`config.mk`:
```
export PLATFORM = sky130hd
export DESIGN_NAME = rtc_7seg_scan_gen2
export DESIGN_NICKNAME = d
export VERILOG_FILES = /design/src/rtl/rtc_7seg_scan_gen2.sv
export SDC_FILE = /design/constraint.sdc
export NUM_CORES = 1
export LEC_CHECK = 0
export BUFFER_PORTS_ARGS = -buffer_cell sky130_fd_sc_hd__buf_2
export CAP_MARGIN = 0
export CELL_PAD_IN_SITES_DETAIL_PLACEMENT = 1
export CELL_PAD_IN_SITES_GLOBAL_PLACEMENT = 1
export CORE_MARGIN = 2
export CORE_UTILIZATION = 45
export CTS_BUF_LIST = sky130_fd_sc_hd__clkbuf_4 sky130_fd_sc_hd__clkbuf_8
export DETAILED_ROUTE_END_ITERATION = 16
export PLACE_DENSITY = 0.77
export SLEW_MARGIN = 40
export SYNTH_ARGS = -nofsm -noshare
export SYNTH_HDL_FRONTEND = slang
export SYNTH_SLANG_ARGS = --single-unit
```
`constraint.sdc`:
```
create_clock -name clk -period 6.8 [get_ports clk]
set_input_delay 1.36 -clock clk [delete_from_list [all_inputs] [get_ports clk]]
set_output_delay 1.36 -clock clk [all_outputs]
set_load 0.005 [all_outputs]
```
`src/rtl/rtc_7seg_scan_gen2.sv`:
```
// Real-time clock (24h/12h) with three set modes and a bit-serial six-digit
// 7-segment scan; one clock domain, all timing from one-cycle enable pulses.
module rtc_7seg_scan_gen2 #(
  parameter int SEC_DIV  = 10_000_000,
  parameter int SCAN_DIV = 5_000,
  parameter int DEB_LEN  = 16,
  parameter int BLINK_EN = 1
) (
  input  logic       clk,
  input  logic       rst,
  input  logic       prog_btn,
  input  logic       adj_btn,
  input  logic       fmt_12h,
  input  logic       seg_pol,
  output logic       seg_bit,
  output logic [2:0] seg_sel,
  output logic [2:0] dig_sel,
  output logic       frame_start,
  output logic       ampm,
  output logic [1:0] mode
);
  // state   | meaning
  // RUN     | time advances on sec_tick, all six digits shown
  // SET_SEC | adj bumps seconds, only s_u/s_t shown
  // SET_MIN | adj bumps minutes, only m_u/m_t shown
  // SET_HR  | adj bumps hours, only h_u/h_t shown; leaving restarts the second
  typedef enum logic [1:0] {RUN = 2'd0, SET_SEC = 2'd1, SET_MIN = 2'd2, SET_HR = 2'd3} mode_e;

  localparam int SW = $clog2(SEC_DIV);
  localparam int CW = $clog2(SCAN_DIV + 1);
  localparam int DW = $clog2(DEB_LEN);
  localparam logic [SW-1:0] SEC_LAST  = SW'(SEC_DIV - 1);
  localparam logic [SW-1:0] SEC_HALF  = SW'(SEC_DIV / 2);
  localparam logic [CW-1:0] SCAN_LAST = CW'(SCAN_DIV - 1);
  localparam logic [DW-1:0] DEB_LAST  = DW'(DEB_LEN - 1);

  logic [SW-1:0] sec_cnt_q, sec_cnt_d;
  logic [CW-1:0] scan_cnt_q, scan_cnt_d;
  logic [1:0]    sync1_q, sync1_d, sync2_q, sync2_d, deb_q, deb_d, edge_q, edge_d;
  logic [DW-1:0] deb_cnt_q [2];
  logic [DW-1:0] deb_cnt_d [2];
  mode_e         mode_q, mode_d;
  logic [3:0]    su_q, su_d, mu_q, mu_d;
  logic [2:0]    st_q, st_d, mt_q, mt_d;
  logic [4:0]    hr_q, hr_d;
  logic [2:0]    seg_sel_q, seg_sel_d, dig_sel_q, dig_sel_d;
  logic          frame_q, frame_d;

  logic sec_tick, scan_tick, prog_edge, adj_edge;
  logic s_wrap, m_wrap, inc_s, inc_m, inc_h, shown;
  logic [4:0] h_disp;
  logic [3:0] ht, hu, dig_val;
  logic [6:0] glyph;
  logic [7:0] glyph_ext;

  assign sec_tick  = (sec_cnt_q == SEC_LAST);
  assign scan_tick = (scan_cnt_q == SCAN_LAST);
  assign prog_edge = edge_q[0];
  assign adj_edge  = edge_q[1] & ~edge_q[0];

  // Buttons: index 0 = prog, 1 = adj; stability timer reloads whenever the synced level agrees
  always_comb begin
    sync1_d = {adj_btn, prog_btn};
    sync2_d = sync1_q;
    for (int i = 0; i < 2; i++) begin
      deb_d[i]     = deb_q[i];
      edge_d[i]    = 1'b0;
      deb_cnt_d[i] = DEB_LAST;
      if (sync2_q[i] != deb_q[i]) begin
        if (deb_cnt_q[i] == '0) begin
          deb_d[i]  = sync2_q[i];
          edge_d[i] = sync2_q[i];
        end else begin
          deb_cnt_d[i] = deb_cnt_q[i] - 1'b1;
        end
      end
    end
  end

  always_comb begin
    mode_d = mode_q;
    if (prog_edge) begin
      case (mode_q)
        RUN:     mode_d = SET_SEC;
        SET_SEC: mode_d = SET_MIN;
        SET_MIN: mode_d = SET_HR;
        default: mode_d = RUN;
      endcase
    end
  end

  always_comb begin
    sec_cnt_d  = sec_tick ? '0 : sec_cnt_q + 1'b1;
    scan_cnt_d = scan_tick ? '0 : scan_cnt_q + 1'b1;
    if (prog_edge && mode_q == SET_HR) sec_cnt_d = '0;
  end

  // Set modes bump one field without carrying into the next
  always_comb begin
    su_d = su_q; st_d = st_q; mu_d = mu_q; mt_d = mt_q; hr_d = hr_q;
    s_wrap = (su_q == 4'd9) && (st_q == 3'd5);
    m_wrap = (mu_q == 4'd9) && (mt_q == 3'd5);
    inc_s = ((mode_q == RUN) && sec_tick) || ((mode_q == SET_SEC) && adj_edge);
    inc_m = ((mode_q == RUN) && sec_tick && s_wrap) || ((mode_q == SET_MIN) && adj_edge);
    inc_h = ((mode_q == RUN) && sec_tick && s_wrap && m_wrap) || ((mode_q == SET_HR) && adj_edge);
    if (inc_s) begin
      su_d = (su_q == 4'd9) ? 4'd0 : su_q + 4'd1;
      if (su_q == 4'd9) st_d = (st_q == 3'd5) ? 3'd0 : st_q + 3'd1;
    end
    if (inc_m) begin
      mu_d = (mu_q == 4'd9) ? 4'd0 : mu_q + 4'd1;
      if (mu_q == 4'd9) mt_d = (mt_q == 3'd5) ? 3'd0 : mt_q + 3'd1;
    end
    if (inc_h) hr_d = (hr_q == 5'd23) ? 5'd0 : hr_q + 5'd1;
  end

  always_comb begin
    seg_sel_d = seg_sel_q;
    dig_sel_d = dig_sel_q;
    frame_d   = 1'b0;
    if (scan_tick) begin
      if (seg_sel_q == 3'd6) begin
        seg_sel_d = 3'd0;
        if (dig_sel_q == 3'd5) begin
          dig_sel_d = 3'd0;
          frame_d   = 1'b1;
        end else begin
          dig_sel_d = dig_sel_q + 3'd1;
        end
      end else begin
        seg_sel_d = seg_sel_q + 3'd1;
      end
    end
  end

  always_comb begin
    if (fmt_12h) begin
      if (hr_q == 5'd0)       h_disp = 5'd12;
      else if (hr_q > 5'd12)  h_disp = hr_q - 5'd12;
      else                    h_disp = hr_q;
    end else begin
      h_disp = hr_q;
    end
    if (h_disp >= 5'd20) begin
      ht = 4'd2; hu = 4'(h_disp - 5'd20);
    end else if (h_disp >= 5'd10) begin
      ht = 4'd1; hu = 4'(h_disp - 5'd10);
    end else begin
      ht = 4'd0; hu = h_disp[3:0];
    end
  end

  // Code 10 is the blank glyph
  always_comb begin
    case (dig_sel_q)
      3'd0:    dig_val = su_q;
      3'd1:    dig_val = {1'b0, st_q};
      3'd2:    dig_val = mu_q;
      3'd3:    dig_val = {1'b0, mt_q};
      3'd4:    dig_val = hu;
      3'd5:    dig_val = (fmt_12h && ht == 4'd0) ? 4'd10 : ht;
      default: dig_val = 4'd10;
    endcase
    case (mode_q)
      SET_SEC: shown = (dig_sel_q[2:1] == 2'b00);
      SET_MIN: shown = (dig_sel_q[2:1] == 2'b01);
      SET_HR:  shown = (dig_sel_q[2:1] == 2'b10);
      default: shown = 1'b1;
    endcase
    if ((BLINK_EN != 0) && (mode_q != RUN) && (sec_cnt_q < SEC_HALF)) shown = 1'b0;
    if (!shown) dig_val = 4'd10;
    case (dig_val)
      4'd0:    glyph = 7'b1000000;
      4'd1:    glyph = 7'b1111001;
      4'd2:    glyph = 7'b0100100;
      4'd3:    glyph = 7'b0110000;
      4'd4:    glyph = 7'b0011001;
      4'd5:    glyph = 7'b0010010;
      4'd6:    glyph = 7'b0000010;
      4'd7:    glyph = 7'b1111000;
      4'd8:    glyph = 7'b0000000;
      4'd9:    glyph = 7'b0011000;
      default: glyph = 7'b1111111;
    endcase
    glyph_ext = {1'b1, glyph};
  end

  assign seg_bit     = glyph_ext[seg_sel_q] ^ ~seg_pol;
  assign seg_sel     = seg_sel_q;
  assign dig_sel     = dig_sel_q;
  assign frame_start = frame_q;
  assign ampm        = fmt_12h & (hr_q >= 5'd12);
  assign mode        = mode_q;

  always_ff @(posedge clk) begin
    if (rst) begin
      sec_cnt_q  <= '0;
      scan_cnt_q <= '0;
      sync1_q    <= '0;
      sync2_q    <= '0;
      deb_q      <= '0;
      edge_q     <= '0;
      deb_cnt_q  <= '{default: DEB_LAST};
      mode_q     <= RUN;
      su_q       <= '0;
      st_q       <= '0;
      mu_q       <= '0;
      mt_q       <= '0;
      hr_q       <= '0;
      seg_sel_q  <= '0;
      dig_sel_q  <= '0;
      frame_q    <= 1'b0;
    end else begin
      sec_cnt_q  <= sec_cnt_d;
      scan_cnt_q <= scan_cnt_d;
      sync1_q    <= sync1_d;
      sync2_q    <= sync2_d;
      deb_q      <= deb_d;
      edge_q     <= edge_d;
      deb_cnt_q  <= deb_cnt_d;
      mode_q     <= mode_d;
      su_q       <= su_d;
      st_q       <= st_d;
      mu_q       <= mu_d;
      mt_q       <= mt_d;
      hr_q       <= hr_d;
      seg_sel_q  <= seg_sel_d;
      dig_sel_q  <= dig_sel_d;
      frame_q    <= frame_d;
    end
  end
endmodule

```
==> qor.yml, run 1 <==
critical_path:
  worstSetupStartpointType: "primary input"
  crit_slowest_cell: "a2111oi_4"
  crit_start: "fmt_12h"
  cp-end-kind: "output port"
  rr_startpoint: "sec_cnt_q[0]$_SDFF_PP0_"
  regToRegEndpoint: "mt_q[1]$_SDFFE_PP0P_"
  setup.worst_path.class: "in2out"
  crit_buf_inv: 3
  reg2reg_depth: 8
  ff2ff_setup_slack_ps: 4120
  cp.depth: 18
  critPathMaxStageDelay_ps: 570
  crit_required_ps: 5440
  endpoint: "seg_bit"
  crit_arrival_ps: 5120
  crit_chain: "buf_2 > and2_1 > a311oi_1 > or2_4 > ha_1 > nand3_1 > and3_4 > a32oi_1 > xor2_1 > a2111oi_4 > inv_1 > ha_1 > nand2_1 > o221ai_2 > a32o_1 > o2bb2ai_1 > xnor2_1 > buf_2"
  cpLargestDelayFamily: "compound AO/OA/AOI/OAI gates"
  path_max_fanout: 13
logic_synthesis:
  synthAdderAreaFrac: 0.0720
  ys.flop_type: "dfxtp_1"
  synth_cells: 540
  synth.distinct_cells: 73
  synth-simple-area-share: 0.280
  synth_edf_count: 0
  synthXorXnorAreaFrac: 0.0911
  synth_top_area_frac: 0.359
  yosys_warnings: 0
  synth-compound-area-share: 0.125
  seq_area_frac_synth: 0.359
  yosys_register_bits: 81
  synthTopCellsByArea: "dfxtp_1 (36%), ha_1 (7.2%), nor2_1 (6.4%)"
  syn-cell-area_sq_um: 4520
  syn_avg_cell_area_sq_um: 8.37
  synthArstFlopShare: 0
  synth_top_family_by_area: "simple AND/OR/NAND/NOR gates"
  synth_mux_area_frac: 0.0313
  syn_nets: 572
  synth_top_area_cell: "dfxtp_1"
sta:
  setup_ws_ps: 316
  finalHoldViolCount: 0
  max_slew_margin: 0.475
  rsz0062_at_grt: "no"
  max_freq_ghz: 0.154
  whs_ps: 415
  setup_viol: 0
  finalCritPeriodShare: 0.953
  skew_ps: 10.9
  fin_crit_ps: 6480
  tightestPinTransition_ps: 787
  setup_tns_ps: 0
  drv_slew: 0
power:
  pwr_density_cell_nw_per_um2: 186
  leakage_nw: 1.91
  ir_drop_v: 0.000118
  finalPower_uw: 914
clock_network:
  clk_pin_slew_ps: 90
  cts_setup_buffers: 0
  cts_resized: 0
  h-tree-depth: 3
  clk_latency_ps: 360
  ctsHoldBuffers: 0
  cts_made_buffers: 9
  clkSinkCount: 81
  cts.path.max_buffers: 2
  clock-root-buffer: "clkbuf_8"
  tritoncts: "built"
die:
  rows: 36
  core_area_sq_um: 9770
  start_util: 0.462
  dieWidth_microns: 104
  die_area_sq_um: 10900
  io_pins: 17
  fp.dieH_microns: 104
placement:
  hpwl_mm: 7.18
  post-place-ws_ps: 350
  postPlaceCellArea_sq_um: 4680
  place.gp.congestion: 0.829
  io_buffer_count: 16
finish:
  nNetsFinal: 582
  design_area_sq_um: 4910
  antennaDiodeCount: 0
  area_growth_pct: 8.55
  drive_above_1_share: 0.0991
  nFillCells: 1184
grt:
  grt_max_degree: 42
  grt.total_usage: 0.193
  grt_pass1_vias: 3834
  gr-total-overflow: 0
  antenna_found_initial: 0
  grt_pass1_wl_mm: 17.6
routing:
  wire_per_inst_microns: 14.4
  drc_errors: 0
  drt-initial-drc-count: 131
  viasPerCell: 5.40
  vias: 3716
  wl_mm: 9.89
  drtAntennaViolNets: 0
  dr.pass1.iters: 4
flow_run:
  maxCapViolations: 0
hold_path:
  hold_path.class: "reg2reg"
outcome:
  outcome: "finished, final reports clean"
registers in the layout (all words and copies together), names as in the netlist, 4 cells and up:
register    cells
sec_cnt_q      24
scan_cnt_q     13
deb_cnt_q       8
hr_q            5
mu_q            4
su_q            4
report_power, final:
part / internal, mW / switching [mW]
clock: 0.217 / 0.185
combinational: 0.0110 / 0.0185
sequential: 0.478 / 0.00360
total: 0.706 / 0.208
layout make-up:
class	instances	area, sq um	share of cell area
clock buffer	10	131	0.0268
clock inverter	6	97.6	0.0199
inverter	23	92.6	0.0189
multi-input combinational	418	2710	0.552
sequential	81	1620	0.331
tap	133	166	0.0339
timing repair buffer	17	87.6	0.0179
layout by cell type (no fill, tap or decap), types with 2 or more instances in the layout:
cell,Yosys,routed
a211o_1,3,2
a211oi_1,2,2
a21oi_1,29,29
a311oi_1,2,2
a31oi_1,2,2
a32oi_1,2,2
a41oi_1,2,2
and2_1,2,2
and3_1,8,8
and3b_1,4,4
buf_2,3,16
bufinv_16,0,2
clkbuf_8,0,9
clkinv_4,1,2
dfxtp_1,81,81
ha_1,26,26
inv_1,20,20
inv_6,0,2
mux2i_1,13,13
nand2_1,53,53
nand2b_1,5,5
nand3_1,25,25
nand3b_1,3,3
nand4_1,12,12
nor2_1,77,77
nor2b_1,12,12
nor3_1,21,21
nor3b_1,8,8
nor4_1,2,2
o21ai_0,14,14
o311ai_1,2,2
or2_2,2,2
or3_1,4,4
xnor2_1,19,19
xor2_1,28,28
cells by family (layout without fill, tap and decap cells):
family | Yosys count | after routing
adder cells (fa/ha/maj) | 26 | 26
flip-flops | 81 | 81
XOR/XNOR | 47 | 47
AND/OR/NAND/NOR | 251 | 251
AO/OA/AOI/OAI | 80 | 80
multiplexers | 14 | 14
buffers and inverters | 41 | 56
metrics by stage:
stage                      util  std cells
after floorplan               -        540
after global placement    0.478        672
after detailed placement  0.478        672
after CTS                 0.502        688
after global routing      0.502        688
final                     0.502        688
how the worst min path moves through the flow:
stage | start | endpoint | slack (ps) | depth (start not counted)
2_1_floorplan | deb_cnt_q[4]$_SDFF_PP1_ | deb_cnt_q[4]$_SDFF_PP1_ | 370 | 1
3_3_place_gp | deb_cnt_q[4]$_SDFF_PP1_ | deb_cnt_q[4]$_SDFF_PP1_ | 380 | 1
3_5_place_dp | deb_cnt_q[4]$_SDFF_PP1_ | deb_cnt_q[4]$_SDFF_PP1_ | 400 | 1
4_1_cts | deb_cnt_q[4]$_SDFF_PP1_ | deb_cnt_q[4]$_SDFF_PP1_ | 420 | 1
5_1_grt | deb_cnt_q[4]$_SDFF_PP1_ | deb_cnt_q[4]$_SDFF_PP1_ | 440 | 1
6_report | deb_cnt_q[0]$_SDFF_PP1_ | deb_cnt_q[0]$_SDFF_PP1_ | 410 | 1
cells in the mapped netlist (2+ instances only):
master,count
a211o_1,3
a211oi_1,2
a21oi_1,29
a311oi_1,2
a31oi_1,2
a32oi_1,2
a41oi_1,2
and2_1,2
and3_1,8
and3b_1,4
buf_2,3
buf_4,3
buf_6,2
clkbuf_1,10
dfxtp_1,81
ha_1,26
inv_1,20
mux2i_1,13
nand2_1,53
nand2b_1,5
nand3_1,25
nand3b_1,3
nand4_1,12
nor2_1,77
nor2b_1,12
nor3_1,21
nor3b_1,8
nor4_1,2
o21ai_0,14
o311ai_1,2
or2_2,2
or3_1,4
xnor2_1,19
xor2_1,28
worst reg2reg max path: stages, from the launching register on:
cell and delay [ps]:
dfxtp_1 400, ha_1 270, nand4_1 210, nor3_1 330, nand2_1 140, o21ai_0 510
nand3_1 260, or3_1 360, a21oi_1 120
layer usage:
| layer | wire [microns] | vias to the layer above | GRT usage |
|---|---|---|---|
| li1 | - | 1892 | - |
| met1 | 4680 | 1775 | 0.235 |
| met2 | 4800 | 29 | 0.334 |
| met3 | 166 | 20 | 0.0357 |
| met4 | 241 | 0 | 0.0811 |
| met5 | 0 | - | 0 |
No activity file was read; power rests on OpenSTA's default activity.
==> inputs of run 2 (changes only) <==
--- a/config.mk
+++ b/config.mk
@@ -5,7 +5,6 @@
 export SDC_FILE = /design/constraint.sdc
 export NUM_CORES = 1
 export LEC_CHECK = 0
-export BUFFER_PORTS_ARGS = -buffer_cell sky130_fd_sc_hd__buf_2
 export CAP_MARGIN = 0
 export CELL_PAD_IN_SITES_DETAIL_PLACEMENT = 1
 export CELL_PAD_IN_SITES_GLOBAL_PLACEMENT = 1
@@ -13,7 +12,8 @@
 export CORE_UTILIZATION = 45
 export CTS_BUF_LIST = sky130_fd_sc_hd__clkbuf_4 sky130_fd_sc_hd__clkbuf_8
 export DETAILED_ROUTE_END_ITERATION = 16
-export PLACE_DENSITY = 0.77
+export DONT_BUFFER_PORTS = 1
+export PLACE_DENSITY = 0.75
 export SLEW_MARGIN = 40
 export SYNTH_ARGS = -nofsm -noshare
 export SYNTH_HDL_FRONTEND = slang
==> qor.yml, run 2 (synthesis gave the netlist of run 1 again) <==
outcome:
  outcome: "finished, final reports clean"
sta:
  setup_viol: 0
  rsz0062_at_grt: "no"
  max_slew_margin: 0.490
  setup_tns_ps: 0
  max_freq_ghz: 0.162
  finalHoldViolCount: 0
  skew_ps: 9.09
  fin_crit_ps: 6170
  finalCritPeriodShare: 0.907
  drv_slew: 0
  tightestPinTransition_ps: 766
grt:
  grt_pass1_wl_mm: 17.4
  grt.total_usage: 0.192
  grt_max_degree: 42
  grt_pass1_vias: 3823
  gr-total-overflow: 0
  antenna_found_initial: 0
power:
  leakage_nw: 1.82
  ir_drop_v: 0.000139
  pwr_density_cell_nw_per_um2: 183
finish:
  largest_reg_flops: 24
  top_register: "sec_cnt_q"
  antennaDiodeCount: 0
  nNetsFinal: 566
  design_area_sq_um: 4820
  area_growth_pct: 6.59
  final_util: 0.493
  final_cell_mix: "dfxtp_1 (81), nor2_1 (77), nand2_1 (53)"
  drive_above_1_share: 0.0724
  final_common_cell: "dfxtp_1"
  biggestRegsByFlops: "sec_cnt_q: 24 flops, scan_cnt_q: 13 flops, deb_cnt_q: 8 flops"
clock_network:
  cts_resized: 0
  clk_latency_ps: 350
  h-tree-depth: 3
  ctsHoldBuffers: 0
  clock-root-buffer: "clkbuf_8"
  cts.path.max_buffers: 2
  cts_setup_buffers: 0
  clkSinkCount: 81
  tritoncts: "built"
  clk_pin_slew_ps: 90
  cts_made_buffers: 9
die:
  fp.dieH_microns: 104
  io_pins: 17
  core_area_sq_um: 9770
  start_util: 0.462
  dieWidth_microns: 104
  die_area_sq_um: 10900
  rows: 36
hold_path:
  hold_path.class: "reg2reg"
critical_path:
  worstSetupStartpointType: "flip-flop"
  crit_required_ps: 5440
  cp-end-kind: "output port"
  crit_chain: "inv_1 > ha_1 > and3b_1 > a211o_1 > nand2_1 > inv_1 > ha_1 > nand3_1 > and3_4 > a32oi_1 > xor2_1 > a2111oi_4 > inv_1 > ha_1 > nand2_1 > o221ai_2 > a32o_1 > o2bb2ai_1 > xnor2_1"
  path_max_fanout: 13
  setup.worst_path.class: "reg2out"
  critPathMaxStageDelay_ps: 600
  crit_slowest_cell: "dfxtp_1"
  crit_arrival_ps: 4810
placement:
  place.gp.congestion: 0.847
  io_buffer_count: 0
  postPlaceCellArea_sq_um: 4600
  hpwl_mm: 7.12
routing:
  drt-initial-drc-count: 146
  vias: 3654
  wl_mm: 9.68
  drtAntennaViolNets: 0
  dr.pass1.iters: 4
  drc_errors: 0
  viasPerCell: 5.44
  wire_per_inst_microns: 14.4
flow_run:
  maxCapViolations: 0
==> run 2: worst paths after layout <==
check	start	endpoint	slack (ps)	depth (start not counted)
worst max-delay path	hr_q[2]$_SDFFE_PP0P_	seg_bit	630	19
worst min-delay path	deb_cnt_q[0]$_SDFF_PP1_	deb_cnt_q[0]$_SDFF_PP1_	410	1
worst max register to register	sec_cnt_q[0]$_SDFF_PP0_	mt_q[1]$_SDFFE_PP0P_	4140	8
worst min register to register	deb_cnt_q[0]$_SDFF_PP1_	deb_cnt_q[0]$_SDFF_PP1_	410	1
==> run 2: area by class of cell <==
| cell class | count | area [sq um] |
|---|---|---|
| inverter | 23 | 92.6 |
| clock buffer | 9 | 124 |
| clock inverter | 7 | 92.6 |
| timing repair buffer | 1 | 7.51 |
| fill | 1199 | 4960 |
| sequential | 81 | 1620 |
| multi-input combinational | 418 | 2710 |
| tap | 133 | 166 |
==> run 2: per-layer routing <==
layer	up-vias	share of wire	track usage
met5	-	0	0
met4	0	0.010	0.0560
met3	9	0.022	0.0338
met2	36	0.51	0.350
met1	1758	0.46	0.229
li1	1851	-	-
==> run 2: worst max-delay path: cells and delay by family (launching register included) <==
kind	cells	cell delay, ps
compound gates	6	1520
xor+xnor	2	370
fa+ha+maj	3	850
buf+inv	3	390
flops	1	600
simple gates	5	730
==> run 2: through the flow <==
| stage | std cells | hold slack, ps | setup WS (ps) | power, mW |
|---|---|---|---|---|
| 2_1_floorplan | 540 | 371 | 1050 | 0.516 |
| 3_3_place_gp | 656 | 384 | 867 | 0.515 |
| 3_5_place_dp | 656 | 390 | 690 | 0.516 |
| 4_1_cts | 672 | 413 | 586 | 0.897 |
| 5_1_grt | 672 | 438 | 188 | 0.922 |
| 6_report | 672 | 407 | 633 | 0.883 |
==> run 2: power breakdown <==
part | leakage, nW | switching [mW] | internal, mW
clock network | 0.110 | 0.198 | 0.181
logic | 1.06 | 0.0128 | 0.00980
registers | 0.655 | 0.00363 | 0.478
total | 1.82 | 0.214 | 0.669
